### config.mk
export PLATFORM = sky130hd
export DESIGN_NAME = fp_addsub_pipe
export DESIGN_NICKNAME = d
export VERILOG_FILES = /design/src/rtl/fp_addsub_pipe.sv
export SDC_FILE = /design/constraint.sdc
export NUM_CORES = 1
export LEC_CHECK = 0
export CORE_ASPECT_RATIO = 0.6
export CORE_MARGIN = 2
export CORE_UTILIZATION = 58
export DETAILED_ROUTE_END_ITERATION = 12
export HOLD_SLACK_MARGIN = 0.05
export PLACE_DENSITY_LB_ADDON = 0.15
export SLEW_MARGIN = 20
export SYNTH_ARGS = -nofsm -noshare
export SYNTH_HDL_FRONTEND = slang
export SYNTH_SLANG_ARGS = --single-unit
export TNS_END_PERCENT = 30
### constraint.sdc
create_clock -name clk -period 30.8 [get_ports clk]
set_input_delay 3.08 -clock clk [delete_from_list [all_inputs] [get_ports clk]]
set_output_delay 3.08 -clock clk [all_outputs]
set_load 0.02 [all_outputs]
### src/rtl/fp_addsub_pipe.sv
// ---------------------------------------------------------------------------
// fp_addsub_pipe
//
// Three-stage pipelined IEEE-754 adder/subtractor for any binary format
// described by EXP_W/MAN_W. Rounds to nearest-even and reports status flags
// alongside every result.
//
// Ports (W = 1 + EXP_W + MAN_W):
//   clk        rising-edge clock
//   rst_n      asynchronous active-low reset
//   in_valid   operand pair valid
//   in_ready   block can accept operands this cycle
//   a, b       operands (packed IEEE, width W)
//   sub        0: a+b, 1: a-b
//   out_valid  result valid
//   out_ready  consumer accepts result
//   result     packed IEEE result (width W)
//   zero       result is +/-0
//   overflow   result overflowed to +/-inf
//   underflow  result was tiny and flushed to +/-0
//   invalid    NaN input or inf-inf; result is the canonical qNaN
//
// Handshake: a transfer happens on a rising edge where valid and ready are
// both high. Once out_valid is high, result and flags hold steady until
// out_ready is seen. The whole pipe advances as one unit
// (en = !out_valid | out_ready), so in_ready == en and nothing moves while
// the output is stalled; up to three items can be held in that state.
//
// Stages:
//   S1  unpack, classify, order by magnitude, align the smaller operand
//   S2  add or subtract mantissas, count leading zeros
//   S3  normalise, round nearest-even, resolve specials, pack (output regs)
// ---------------------------------------------------------------------------
module fp_addsub_pipe #(
  parameter int EXP_W = 8,
  parameter int MAN_W = 23
) (
  input  logic                 clk,
  input  logic                 rst_n,
  input  logic                 in_valid,
  output logic                 in_ready,
  input  logic [EXP_W+MAN_W:0] a,
  input  logic [EXP_W+MAN_W:0] b,
  input  logic                 sub,
  output logic                 out_valid,
  input  logic                 out_ready,
  output logic [EXP_W+MAN_W:0] result,
  output logic                 zero,
  output logic                 overflow,
  output logic                 underflow,
  output logic                 invalid
);

  localparam int W   = 1 + EXP_W + MAN_W;
  localparam int MW  = MAN_W + 1;          // mantissa with hidden bit
  localparam int AW  = MAN_W + 4;          // mantissa + guard/round/sticky
  localparam int SW  = MAN_W + 5;          // aligned width + carry
  localparam int LZW = $clog2(AW + 1);
  localparam logic [31:0] EXP_MAX = 32'((1 << EXP_W) - 1);
  localparam logic [W-1:0] QNAN =
    {1'b0, {EXP_W{1'b1}}, 1'b1, {(MAN_W-1){1'b0}}};

  logic en;

  assign en       = !out_valid | out_ready;
  assign in_ready = en;

  // -------------------------------------------------------------------------
  // S1: unpack / classify / align
  // -------------------------------------------------------------------------
  logic             sa, sb;
  logic [EXP_W-1:0] ea, eb;
  logic [MAN_W-1:0] fa, fb;
  logic             a_nan, b_nan, a_inf, b_inf, a_zero, b_zero;
  logic [W-2:0]     mag_a, mag_b;
  logic             swap;
  logic             x_sign, y_sign;
  logic [EXP_W-1:0] x_exp, y_exp;
  logic [MW-1:0]    x_man, y_man;
  logic [31:0]      diff;
  logic [AW-1:0]    y_ext, y_mask, y_al;

  assign sa = a[W-1];
  assign ea = a[W-2:MAN_W];
  assign fa = a[MAN_W-1:0];
  // Subtraction is folded into b's sign once, here.
  assign sb = b[W-1] ^ sub;
  assign eb = b[W-2:MAN_W];
  assign fb = b[MAN_W-1:0];

  assign a_nan  = (&ea) & (|fa);
  assign b_nan  = (&eb) & (|fb);
  assign a_inf  = (&ea) & ~(|fa);
  assign b_inf  = (&eb) & ~(|fb);
  // Exponent field 0 covers both true zero and subnormals; both act as zero.
  assign a_zero = ~(|ea);
  assign b_zero = ~(|eb);

  // Magnitude order on {exp, frac}; flushed subnormals rank as zero.
  assign mag_a = a_zero ? {(W-1){1'b0}} : a[W-2:0];
  assign mag_b = b_zero ? {(W-1){1'b0}} : b[W-2:0];
  assign swap  = mag_b > mag_a;

  always_comb begin
    x_sign = sa;
    y_sign = sb;
    x_exp  = ea;
    y_exp  = eb;
    x_man  = a_zero ? {MW{1'b0}} : {1'b1, fa};
    y_man  = b_zero ? {MW{1'b0}} : {1'b1, fb};
    if (swap) begin
      x_sign = sb;
      y_sign = sa;
      x_exp  = eb;
      y_exp  = ea;
      x_man  = b_zero ? {MW{1'b0}} : {1'b1, fb};
      y_man  = a_zero ? {MW{1'b0}} : {1'b1, fa};
    end

    // x_exp >= y_exp whenever y is non-zero; when y is zero its mantissa is
    // zero and the (possibly wrapped) distance is harmless.
    diff   = 32'(x_exp) - 32'(y_exp);
    y_ext  = {y_man, 3'b000};
    y_mask = '0;
    y_al   = '0;
    if (diff >= 32'(AW)) begin
      // Entire mantissa falls below the sticky position.
      y_al = {{(AW-1){1'b0}}, |y_man};
    end else begin
      y_mask  = ~({AW{1'b1}} << diff);
      y_al    = y_ext >> diff;
      y_al[0] = y_al[0] | (|(y_ext & y_mask));
    end
  end

  logic             s1_valid;
  logic             s1_nan, s1_inf, s1_inf_sign, s1_zsign;
  logic             s1_sign, s1_eff_sub;
  logic [EXP_W-1:0] s1_exp;
  logic [MW-1:0]    s1_xman;
  logic [AW-1:0]    s1_yal;

  always_ff @(posedge clk or negedge rst_n) begin
    if (!rst_n) begin
      s1_valid    <= 1'b0;
      s1_nan      <= 1'b0;
      s1_inf      <= 1'b0;
      s1_inf_sign <= 1'b0;
      s1_zsign    <= 1'b0;
      s1_sign     <= 1'b0;
      s1_eff_sub  <= 1'b0;
      s1_exp      <= '0;
      s1_xman     <= '0;
      s1_yal      <= '0;
    end else if (en) begin
      s1_valid    <= in_valid;
      // inf + (-inf) in effective terms is invalid just like a NaN operand.
      s1_nan      <= a_nan | b_nan | (a_inf & b_inf & (sa ^ sb));
      s1_inf      <= a_inf | b_inf;
      s1_inf_sign <= a_inf ? sa : sb;
      // An exact zero sum is -0 only when both effective operands are -0.
      s1_zsign    <= a_zero & b_zero & sa & sb;
      s1_sign     <= x_sign;
      s1_eff_sub  <= x_sign ^ y_sign;
      s1_exp      <= x_exp;
      s1_xman     <= x_man;
      s1_yal      <= y_al;
    end
  end

  // -------------------------------------------------------------------------
  // S2: add / subtract and leading-zero count
  // -------------------------------------------------------------------------
  function automatic logic [LZW-1:0] lzc_f(input logic [AW-1:0] v);
    logic [LZW-1:0] n;
    logic           found;
    n     = '0;
    found = 1'b0;
    for (int i = AW - 1; i >= 0; i--) begin
      if (!found) begin
        if (v[i]) found = 1'b1;
        else      n = n + LZW'(1);
      end
    end
    return n;
  endfunction

  logic [SW-1:0]  x_ext2, y_ext2, sum_n;
  logic [LZW-1:0] lzc_n;

  assign x_ext2 = {1'b0, s1_xman, 3'b000};
  assign y_ext2 = {1'b0, s1_yal};
  // X has the larger magnitude, so the difference never goes negative.
  assign sum_n  = s1_eff_sub ? (x_ext2 - y_ext2) : (x_ext2 + y_ext2);
  assign lzc_n  = lzc_f(sum_n[AW-1:0]);

  logic             s2_valid;
  logic             s2_nan, s2_inf, s2_inf_sign, s2_zsign, s2_sign;
  logic [EXP_W-1:0] s2_exp;
  logic [SW-1:0]    s2_sum;
  logic [LZW-1:0]   s2_lzc;

  always_ff @(posedge clk or negedge rst_n) begin
    if (!rst_n) begin
      s2_valid    <= 1'b0;
      s2_nan      <= 1'b0;
      s2_inf      <= 1'b0;
      s2_inf_sign <= 1'b0;
      s2_zsign    <= 1'b0;
      s2_sign     <= 1'b0;
      s2_exp      <= '0;
      s2_sum      <= '0;
      s2_lzc      <= '0;
    end else if (en) begin
      s2_valid    <= s1_valid;
      s2_nan      <= s1_nan;
      s2_inf      <= s1_inf;
      s2_inf_sign <= s1_inf_sign;
      s2_zsign    <= s1_zsign;
      s2_sign     <= s1_sign;
      s2_exp      <= s1_exp;
      s2_sum      <= sum_n;
      s2_lzc      <= lzc_n;
    end
  end

  // -------------------------------------------------------------------------
  // S3: normalise / round / specials / pack
  // -------------------------------------------------------------------------
  logic          carry;
  logic [31:0]   lz32, cap32, sh32, e_work, e_fin;
  logic [AW-1:0] norm;
  logic          rup;
  logic [MW:0]   rnd;
  logic [MW-1:0] man_f;
  logic [W-1:0]  res_n;
  logic          zero_n, ovf_n, unf_n, inv_n;

  always_comb begin
    carry  = s2_sum[SW-1];
    lz32   = 32'(s2_lzc);
    cap32  = 32'(s2_exp) - 32'd1;
    sh32   = '0;
    norm   = '0;
    e_work = '0;
    if (carry) begin
      // Sum reached 2.0: drop one bit into sticky and bump the exponent.
      norm    = s2_sum[SW-1:1];
      norm[0] = s2_sum[1] | s2_sum[0];
      e_work  = 32'(s2_exp) + 32'd1;
    end else begin
      // Left shift is capped so the biased exponent never goes below 1; a
      // result that still lacks its hidden bit afterwards is tiny.
      sh32   = (lz32 < cap32) ? lz32 : cap32;
      norm   = s2_sum[AW-1:0] << sh32;
      e_work = 32'(s2_exp) - sh32;
    end

    // norm = {mantissa[MW-1:0], guard, round, sticky}
    rup = norm[2] & (norm[1] | norm[0] | norm[3]);
    rnd = {1'b0, norm[AW-1:3]} + {{MW{1'b0}}, rup};
    if (rnd[MW]) begin
      man_f = rnd[MW:1];
      e_fin = e_work + 32'd1;
    end else begin
      man_f = rnd[MW-1:0];
      e_fin = e_work;
    end

    res_n  = '0;
    zero_n = 1'b0;
    ovf_n  = 1'b0;
    unf_n  = 1'b0;
    inv_n  = 1'b0;
    if (s2_nan) begin
      res_n = QNAN;
      inv_n = 1'b1;
    end else if (s2_inf) begin
      res_n = {s2_inf_sign, {EXP_W{1'b1}}, {MAN_W{1'b0}}};
    end else if (~(|s2_sum)) begin
      res_n  = {s2_zsign, {(W-1){1'b0}}};
      zero_n = 1'b1;
    end else if (e_fin >= EXP_MAX) begin
      res_n = {s2_sign, {EXP_W{1'b1}}, {MAN_W{1'b0}}};
      ovf_n = 1'b1;
    end else if (!man_f[MW-1]) begin
      res_n  = {s2_sign, {(W-1){1'b0}}};
      unf_n  = 1'b1;
      zero_n = 1'b1;
    end else begin
      res_n = {s2_sign, e_fin[EXP_W-1:0], man_f[MAN_W-1:0]};
    end
  end

  always_ff @(posedge clk or negedge rst_n) begin
    if (!rst_n) begin
      out_valid <= 1'b0;
      result    <= '0;
      zero      <= 1'b0;
      overflow  <= 1'b0;
      underflow <= 1'b0;
      invalid   <= 1'b0;
    end else if (en) begin
      // Bubbles leave result and flags at zero.
      out_valid <= s2_valid;
      result    <= s2_valid ? res_n : '0;
      zero      <= s2_valid & zero_n;
      overflow  <= s2_valid & ovf_n;
      underflow <= s2_valid & unf_n;
      invalid   <= s2_valid & inv_n;
    end
  end

endmodule

==> summary.md, run 1 <==
| Metric | Value |
|---|---|
| Post-synthesis mux area share | `6.10%` |
| # rows | `51` |
| CP top delay family | `compound AO/OA/AOI/OAI gates` |
| Switching share of power | `roughly 54%` |
| Clock sinks | `150` |
| CTS tree | `built` |
| Synth-to-layout area growth | `10.2%` |
| YS warnings | `0` |
| Pin count of the biggest net entering global routing | `111` |
| F_max | `approximately 60 MHz` |
| Max layer used | `met4` |
| Max Slew Vio Count | `0` |
| Vias per std cell | `6.79` |
| Type of the worst setup path | `reg -> reg` |
| Wirelength, routed | `roughly 67 mm` |
| # placed instances | `a little over 3000` |
| Via count | `approximately 21000` |
| CP endpoint kind | `flip-flop` |
| Seq/Total Area, Yosys | `19.7%` |
| Max Fanout on Critical Path | `14` |
| I/O Buffers | `106` |
| Hold buffer count at CTS | `0` |
| First-pass GRT wire length | `105 mm` |
| VDD IR max | `0.0520 mV` |
| Die footprint | `34400 um2` |
| Iter 0 DRT Violations | `2577` |
| Post-CTS sizing | `0` |
| Sw Pwr | `886 uW` |
| Die Y | `between 100 and 150 um` |
| Power Total | `between 1.5 and 2 mW` |
| Slowest stage delay, CP | `0.78 ns` |
| Gate power share | `66.2%` |
| Syn_area_per_cell | `about 7.2 um2` |
| Sequential share of power | `between 10% and 20%` |
| Post-synthesis simple-gate area fraction | `around a quarter` |
| Core footprint | `32400 um2` |
| Post-layout min period | `16.73 ns` |
| PD cells | `78.1 nW/um2` |
| Critical path's slowest cell | `a2111oi_2` |
| Final hold viol count | `0` |
| Unrepaired setup endpoints after global routing | `no` |
| H-tree depth | `4` |
| Grt ovf | `0` |
| Post-synth top area share | `roughly 20%` |
| Critical path's most frequent cell | `ha_1` |
| Post-CTS setup buffers | `0` |
| Syn Std Cell Area | `~19000 um2` |
| Synth Area in Compound Gates | `roughly 27%` |
| WP buf/inv | `2` |
| Synth top area cells | `dfrtp_1 (20%), ha_1 (8.2%), nand2_1 (7.6%), nor2_1 (5.1%), o21ai_0 (5.0%)` |
| Clock root cell | `clkbuf_16` |
| Met1 WL | `30.1 mm` |
| Power Internal | `roughly 760 uW` |
| Lkg Pwr | `8.77 nW` |
| DRT Pass-1 Iters | `7` |
| Period utilization | `54.3%` |
| Num CTS Buffers | `17` |
| Fin util | `between 60% and 70%` |
| Reg clk slew, reported paths | `0.07 ns` |
| Met2 Wirelength | `26.7 mm` |
| Diodes inserted | `0` |
| Final setup violation count | `0` |
| Number of global-route vias before repair | `18620` |
| Hold_ws | `0.476 ns` |
| Fraction of registers with async set/reset | `100%` |
| Share of cells above drive strength 1 | `5.84%` |
| Ys flop type | `dfrtp_1` |
| Largest family of logic cells by synthesized area | `compound AO/OA/AOI/OAI gates` |
| Status | `finished, final reports clean` |
| Setup TNS | `0 ns` |
| Worst slew pin tran | `between 1 and 1.5 ns` |
| Met3 WL | `9.22 mm` |
| Residual DRC | `0` |
| Library cells used by synthesis | `104` |
| Cells after Synth | `2637` |
| Max clock buf depth | `2` |
| Finished Layout Cells | `3078` |
| Crit path arrival time | `about 17 ns` |
| I/O pin cnt | `107` |
| Adder-cell share of the synthesized area | `8.88%` |
| Critical Path Start Type | `flip-flop` |
| Number of synthesized flops with an enable pin | `0` |
| Initial Utilization | `about three fifths` |
| Clk pwr share | `~14%` |
| Clock Latency Late Sink | `0.46 ns` |
| Initial antenna violation count | `0` |
| Worst min path class | `reg -> reg` |
| Yosys top cell by area | `dfrtp_1` |
| Avg WL per Cell | `21.8 um` |
| Global Route Usage Sum | `38.6%` |
| # Max-Cap Violations | `0` |
| Antenna Violating Nets Remaining | `0` |
| Slew headroom | `25.7%` |
| DP HPWL | `about 52 mm` |
| Synth Area in XOR/XNOR | `under 10%` |
| RD Place Congestion | `1.02` |
| Worst endpoint required time | `31.11 ns` |
| Die extent in x | `238 um` |
| Fin nets | `2837` |
| Final Skew | `approximately 0.015 ns` |
| Synth Register Bits | `150` |
==> path summary, 6_finish.rpt <==
path / from / slack (ns) / depth (start not counted) / endpoint
setup / recovery: s1_xman[13] / 14.07 / 80 / s2_lzc[4]
hold / removal: s1_inf_sign / 0.48 / 2 / s2_inf_sign
setup reg to reg: s1_xman[13] / 14.07 / 80 / s2_lzc[4]
hold reg to reg: s1_inf_sign / 0.48 / 2 / s2_inf_sign
max in group asynchronous: rst_n / 26.99 / 2 / s2_sum[8]
min in group asynchronous: rst_n / 2.62 / 1 / s1_valid
==> sequential cells by signal, summed over array words and instances, names as in the netlist, 5 cells and up <==
| signal | count |
|---|---|
| result | 32 |
| s2_sum | 28 |
| s1_exp | 8 |
| s2_exp | 8 |
| s1_xman | 24 |
| s1_yal | 27 |
| s2_lzc | 5 |
==> synth_stat cells (14+ instances only) <==
library cell / n
ha_1: 125
a21oi_1: 181
buf_2: 15
o21a_1: 31
nand3_1: 68
o31ai_1: 23
o211ai_1: 39
and3_1: 22
nand4_1: 32
nor2_1: 257
xor2_1: 40
nand2_1: 384
a21o_1: 31
a32o_1: 14
mux2_2: 16
and2_1: 49
o22ai_1: 18
clkbuf_1: 131
mux2i_1: 69
o21ai_0: 191
or3_1: 23
a211oi_1: 60
nor3_1: 77
a31oi_1: 29
inv_1: 110
nand2b_1: 27
o211a_1: 15
nor2b_1: 24
xnor2_1: 76
dfrtp_1: 150
nor4_1: 38
o32ai_1: 14
==> power by group through the flow <==
stage          Combinational, mW  Sequential [mW]  Clock, mW
2_1_floorplan              0.756            0.293          0
3_3_place_gp                1.02            0.319          0
3_5_place_dp                1.04            0.322          0
4_1_cts                     1.05            0.318      0.232
5_1_grt                     1.17            0.328      0.240
6_report                    1.09            0.325      0.231
==> logic make-up (layout without fill, tap and decap cells) <==
kind of cell               count (synthesis)  count (layout)
AOI/OAI and AO/OA                        784             784
and+or+nand+nor                         1065            1065
xor gates and xnor gates                 125             125
buffers and inverters                    278             288
muxes                                     98              98
other                                      1               8
adders and majority gates                136             136
DFF                                      150             150
==> layout make-up <==
cell class,count,area [um2]
clock buffer,19,453
clock inverter,13,179
fill,2842,11400
inverter,116,435
multi-input combinational,2216,14400
sequential,150,3750
tap,424,531
timing repair buffer,140,1320
==> worst register-to-register path: cells and delay by family, from the launching register on <==
kind,cells,cell delay (ns)
AOI/OAI and AO/OA,33,7.09
adders and majority gates,14,3.93
and+or+nand+nor,23,3.51
muxes,6,1.09
DFF,1,0.40
xor gates and xnor gates,2,0.34
buffers and inverters,2,0.19
==> metrics by stage <==
stage / area, um2 / setup slack (ns)
2_1_floorplan: 19100 / 16.65
3_3_place_gp: 20400 / 15.38
3_5_place_dp: 20400 / 14.57
4_1_cts: 21000 / 14.45
5_1_grt: 21000 / 12.96
6_report: 21000 / 14.07
==> per-layer routing <==
metal	up-vias	GRT usage [%]
li1	9600	-
met1	9907	57.4
met2	1279	53.9
met3	116	12.7
met4	0	7.70
met5	-	0
==> cell usage in the layout, fill, tap and decap left out, types with 17 or more instances in the layout <==
cell type / synthesis / routed
buf_4: 2 / 33
o21ai_0: 191 / 191
a31oi_1: 29 / 29
inv_1: 110 / 109
o22ai_1: 18 / 18
xnor2_1: 76 / 73
o31ai_1: 23 / 23
clkdlybuf4s50_1: 0 / 105
a21oi_1: 181 / 181
nand3_1: 68 / 68
nor3_1: 77 / 75
xor2_1: 40 / 38
nor2_1: 257 / 255
a21o_1: 31 / 31
a211oi_1: 60 / 60
and2_1: 49 / 49
nand2_1: 384 / 384
nor2b_1: 24 / 23
nand4_1: 32 / 32
dfrtp_1: 150 / 150
ha_1: 125 / 125
o211ai_1: 39 / 39
o21a_1: 31 / 31
nor4_1: 38 / 38
clkbuf_16: 0 / 17
mux2i_1: 69 / 68
or3_1: 23 / 23
and3_1: 22 / 22
nand2b_1: 27 / 27
Power figures use the tool's default switching activity.
==> inputs of run 2 (changes only) <==
--- a/config.mk
+++ b/config.mk
@@ -7,7 +7,7 @@
 export LEC_CHECK = 0
 export CORE_ASPECT_RATIO = 0.6
 export CORE_MARGIN = 2
-export CORE_UTILIZATION = 58
+export CORE_UTILIZATION = 57
 export DETAILED_ROUTE_END_ITERATION = 12
 export HOLD_SLACK_MARGIN = 0.05
 export PLACE_DENSITY_LB_ADDON = 0.15
==> constraint.sdc (replaced) <==
create_clock -name clk -period 15.3 [get_ports clk]
set_input_delay 1.53 -clock clk [delete_from_list [all_inputs] [get_ports clk]]
set_output_delay 1.53 -clock clk [all_outputs]
set_load 0.02 [all_outputs]
==> run 2 against run 1 <==
Effect of this change: sequential power increased by 100%; power is 100% higher; clock-buffer cell count fell by 1; critical path type unchanged.
==> summary.md, run 2 (same netlist as run 1, synthesis figures left out) <==
| Metric | Value |
|---|---|
| Status | `finished, final reports clean` |
| Crit path arrival time | `14.91 ns (-2.13 ns)` |
| Lkg Pwr | `8.86 nW (+1.0%)` |
| Final setup violation count | `0 (unchanged)` |
| Avg WL per Cell | `21.5 um (-1.5%)` |
| Num CTS Buffers | `17 (unchanged)` |
| Storage cell area | `3750 um2 (unchanged)` |
| Initial antenna violation count | `0 (unchanged)` |
| Die footprint | `35000 um2 (+1.7%)` |
| F_max | `68.5 MHz (+15%)` |
| Worst endpoint required time | `15.61 ns (-15.50 ns)` |
| I/O pin cnt | `107 (unchanged)` |
| VDD IR max | `0.112 mV (+120%)` |
| Worst slew pin tran | `1.06 ns (-0.0373 ns)` |
| Critical path's most frequent cell | `ha_1` |
| Iter 0 DRT Violations | `2746 (+6.6%)` |
| Number of global-route vias before repair | `19111 (+2.6%)` |
| Diodes inserted | `0 (unchanged)` |
| Initial Utilization | `58.4% (-0.46 points)` |
| Die Y | `146 um (+0.85%)` |
| Global Route Usage Sum | `38.0% (-0.63 points)` |
| Residual DRC | `0 (unchanged)` |
| Area occupied by multi-input gates | `14500 um2 (+0.96%)` |
| Slowest stage delay, CP | `0.51 ns (-0.27 ns)` |
| Post-layout instance area | `21400 um2 (+1.5%)` |
| Post-layout min period | `14.61 ns (-2.12 ns)` |
| Fillcell total | `2913 (+2.5%)` |
| Final hold viol count | `0 (unchanged)` |
| Hold buffer count at CTS | `0 (unchanged)` |
| DRT Pass-1 Iters | `6 (-1)` |
| Max clock buf depth | `2 (unchanged)` |
| Largest regs | `result (32), s2_sum (28), s1_yal (27)` |
| Vias per std cell | `6.74 (-0.70%)` |
| Critical Path Start Type | `flip-flop` |
| Slew headroom | `28.2% (+2.5 points)` |
| Most common cell after layout, fill and taps aside | `nand2_1` |
| PD cells | `155 nW/um2 (+99%)` |
| I/O Buffers | `106 (unchanged)` |
| Core footprint | `32700 um2 (+0.79%)` |
| Period utilization | `95.5% (+41 points)` |
| Max Fanout on Critical Path | `6 (-8)` |
| Share of cells above drive strength 1 | `7.65% (+1.8 points)` |
| # Max-Cap Violations | `0 (unchanged)` |
| Wirelength, routed | `67.3 mm (+0.22%)` |
| Critical path's slowest cell | `or4_4` |
| Antenna Violating Nets Remaining | `0 (unchanged)` |
| Clock root cell | `clkbuf_16` |
| DP HPWL | `52.2 mm (+0.27%)` |
| Max Slew Vio Count | `0 (unchanged)` |
| Grt ovf | `0 (unchanged)` |
| Fin util | `65.4% (+0.49 points)` |
| H-tree depth | `4 (unchanged)` |
| Max reg flops | `32 (unchanged)` |
| Clock sinks | `150 (unchanged)` |
| Via count | `21114 (+1.0%)` |
| # rows | `51 (unchanged)` |
| Worst min path class | `reg -> reg` |
| Final Skew | `0.0122 ns (-0.00258 ns)` |
| First-pass GRT wire length | `106 mm (+1.5%)` |
| Crit path launch | `s1_xman[2]` |
| Reg-to-Reg Start | `s1_xman[2]` |
| Synth-to-layout area growth | `11.9%` |
| Reg clk slew, reported paths | `0.08 ns (about the same)` |
| Pin count of the biggest net entering global routing | `108 (-2.7%)` |
| CP endpoint kind | `flip-flop` |
| Die extent in x | `240 um (+0.86%)` |
| CTS tree | `built` |
| Most frequent cells in the layout | `nand2_1 (383), nor2_1 (252), o21ai_0 (182)` |
| Type of the worst setup path | `reg -> reg` |
| Power Total | `3.32 mW (+100%)` |
| RD Place Congestion | `1.01 (-1.3%)` |
| Clock Latency Late Sink | `0.46 ns (about the same)` |
| Most flops, register | `result` |
| Hold Path Origin | `s1_valid` |
| Fin nets | `2864 (+0.95%)` |
| DP Area | `20600 um2 (+0.90%)` |
## run 2: changes by cell type in the layout (fill, tap and decap cells not counted), sizes merged
cell / before / now
clkinvlp: 0 / 3
inv: 121 / 120
clkinv: 6 / 7
buf: 35 / 62
clkbuf: 19 / 18
bufinv: 2 / 0
## run 2: worst paths after layout
path	endpoint	slack, ns	cells past startpoint
worst max-delay path	s2_lzc[4]	0.69	81
worst min-delay path	s1_valid	0.48	2
worst max register to register	s2_lzc[4]	0.69	81
worst min register to register	s1_valid	0.48	2
max in group asynchronous	s1_yal[16]	12.79	2
min in group asynchronous	s1_valid	1.11	1
## run 2: power by group
part | switching, mW | leakage (nW) | internal (mW)
clock | 0.209 | 0.274 | 0.218
sequential | 0.167 | 1.91 | 0.492
combinational | 1.43 | 6.67 | 0.802
## run 2: critical path: cells and delay by family (launching register included)
kind / cells / cell delay, ns
buffers and inverters: 2 / 0.14
adders and majority gates: 15 / 3.97
muxes: 6 / 0.98
xor gates and xnor gates: 2 / 0.37
and+or+nand+nor: 24 / 3.75
AOI/OAI and AO/OA: 32 / 4.83
DFF: 1 / 0.41
## run 2: per-stage QoR
step | std cells | TNS [ns] | setup WS, ns | hold WS, ns
after CTS | 3124 | 0 | 0.0151 | 0.485
after global routing | 3131 | -0.166 | -0.151 | 0.512
after floorplan | 2644 | 0 | 1.15 | 0.438
after detailed placement | 3092 | -0.0501 | -0.0501 | 0.467
after global placement | 3092 | 0 | 0.683 | 0.454
final | 3131 | 0 | 0.695 | 0.481
## run 2: timing repair
action,4_1_cts,5_1_grt
pin swaps,1,9
gates resized for setup,4,37
setup buffers,0,7
setup endpoints to repair,1,4
## run 2: final cells by class
class	instances	share of cell area, %
multi-input combinational	2216	67.9
tap	450	2.64
clock inverter	14	0.744
timing repair buffer	167	7.12
clock buffer	18	2.01
inverter	116	2.04
sequential	150	17.6
## run 2: routing by layer
metal,vias to the layer above,part of all wire [%],global-route usage (%)
met1,10045,45,58.4
met3,116,13,10.5
met5,-,0,0
met2,1289,40,52.3
li1,9664,-,-
met4,0,1.7,7.67
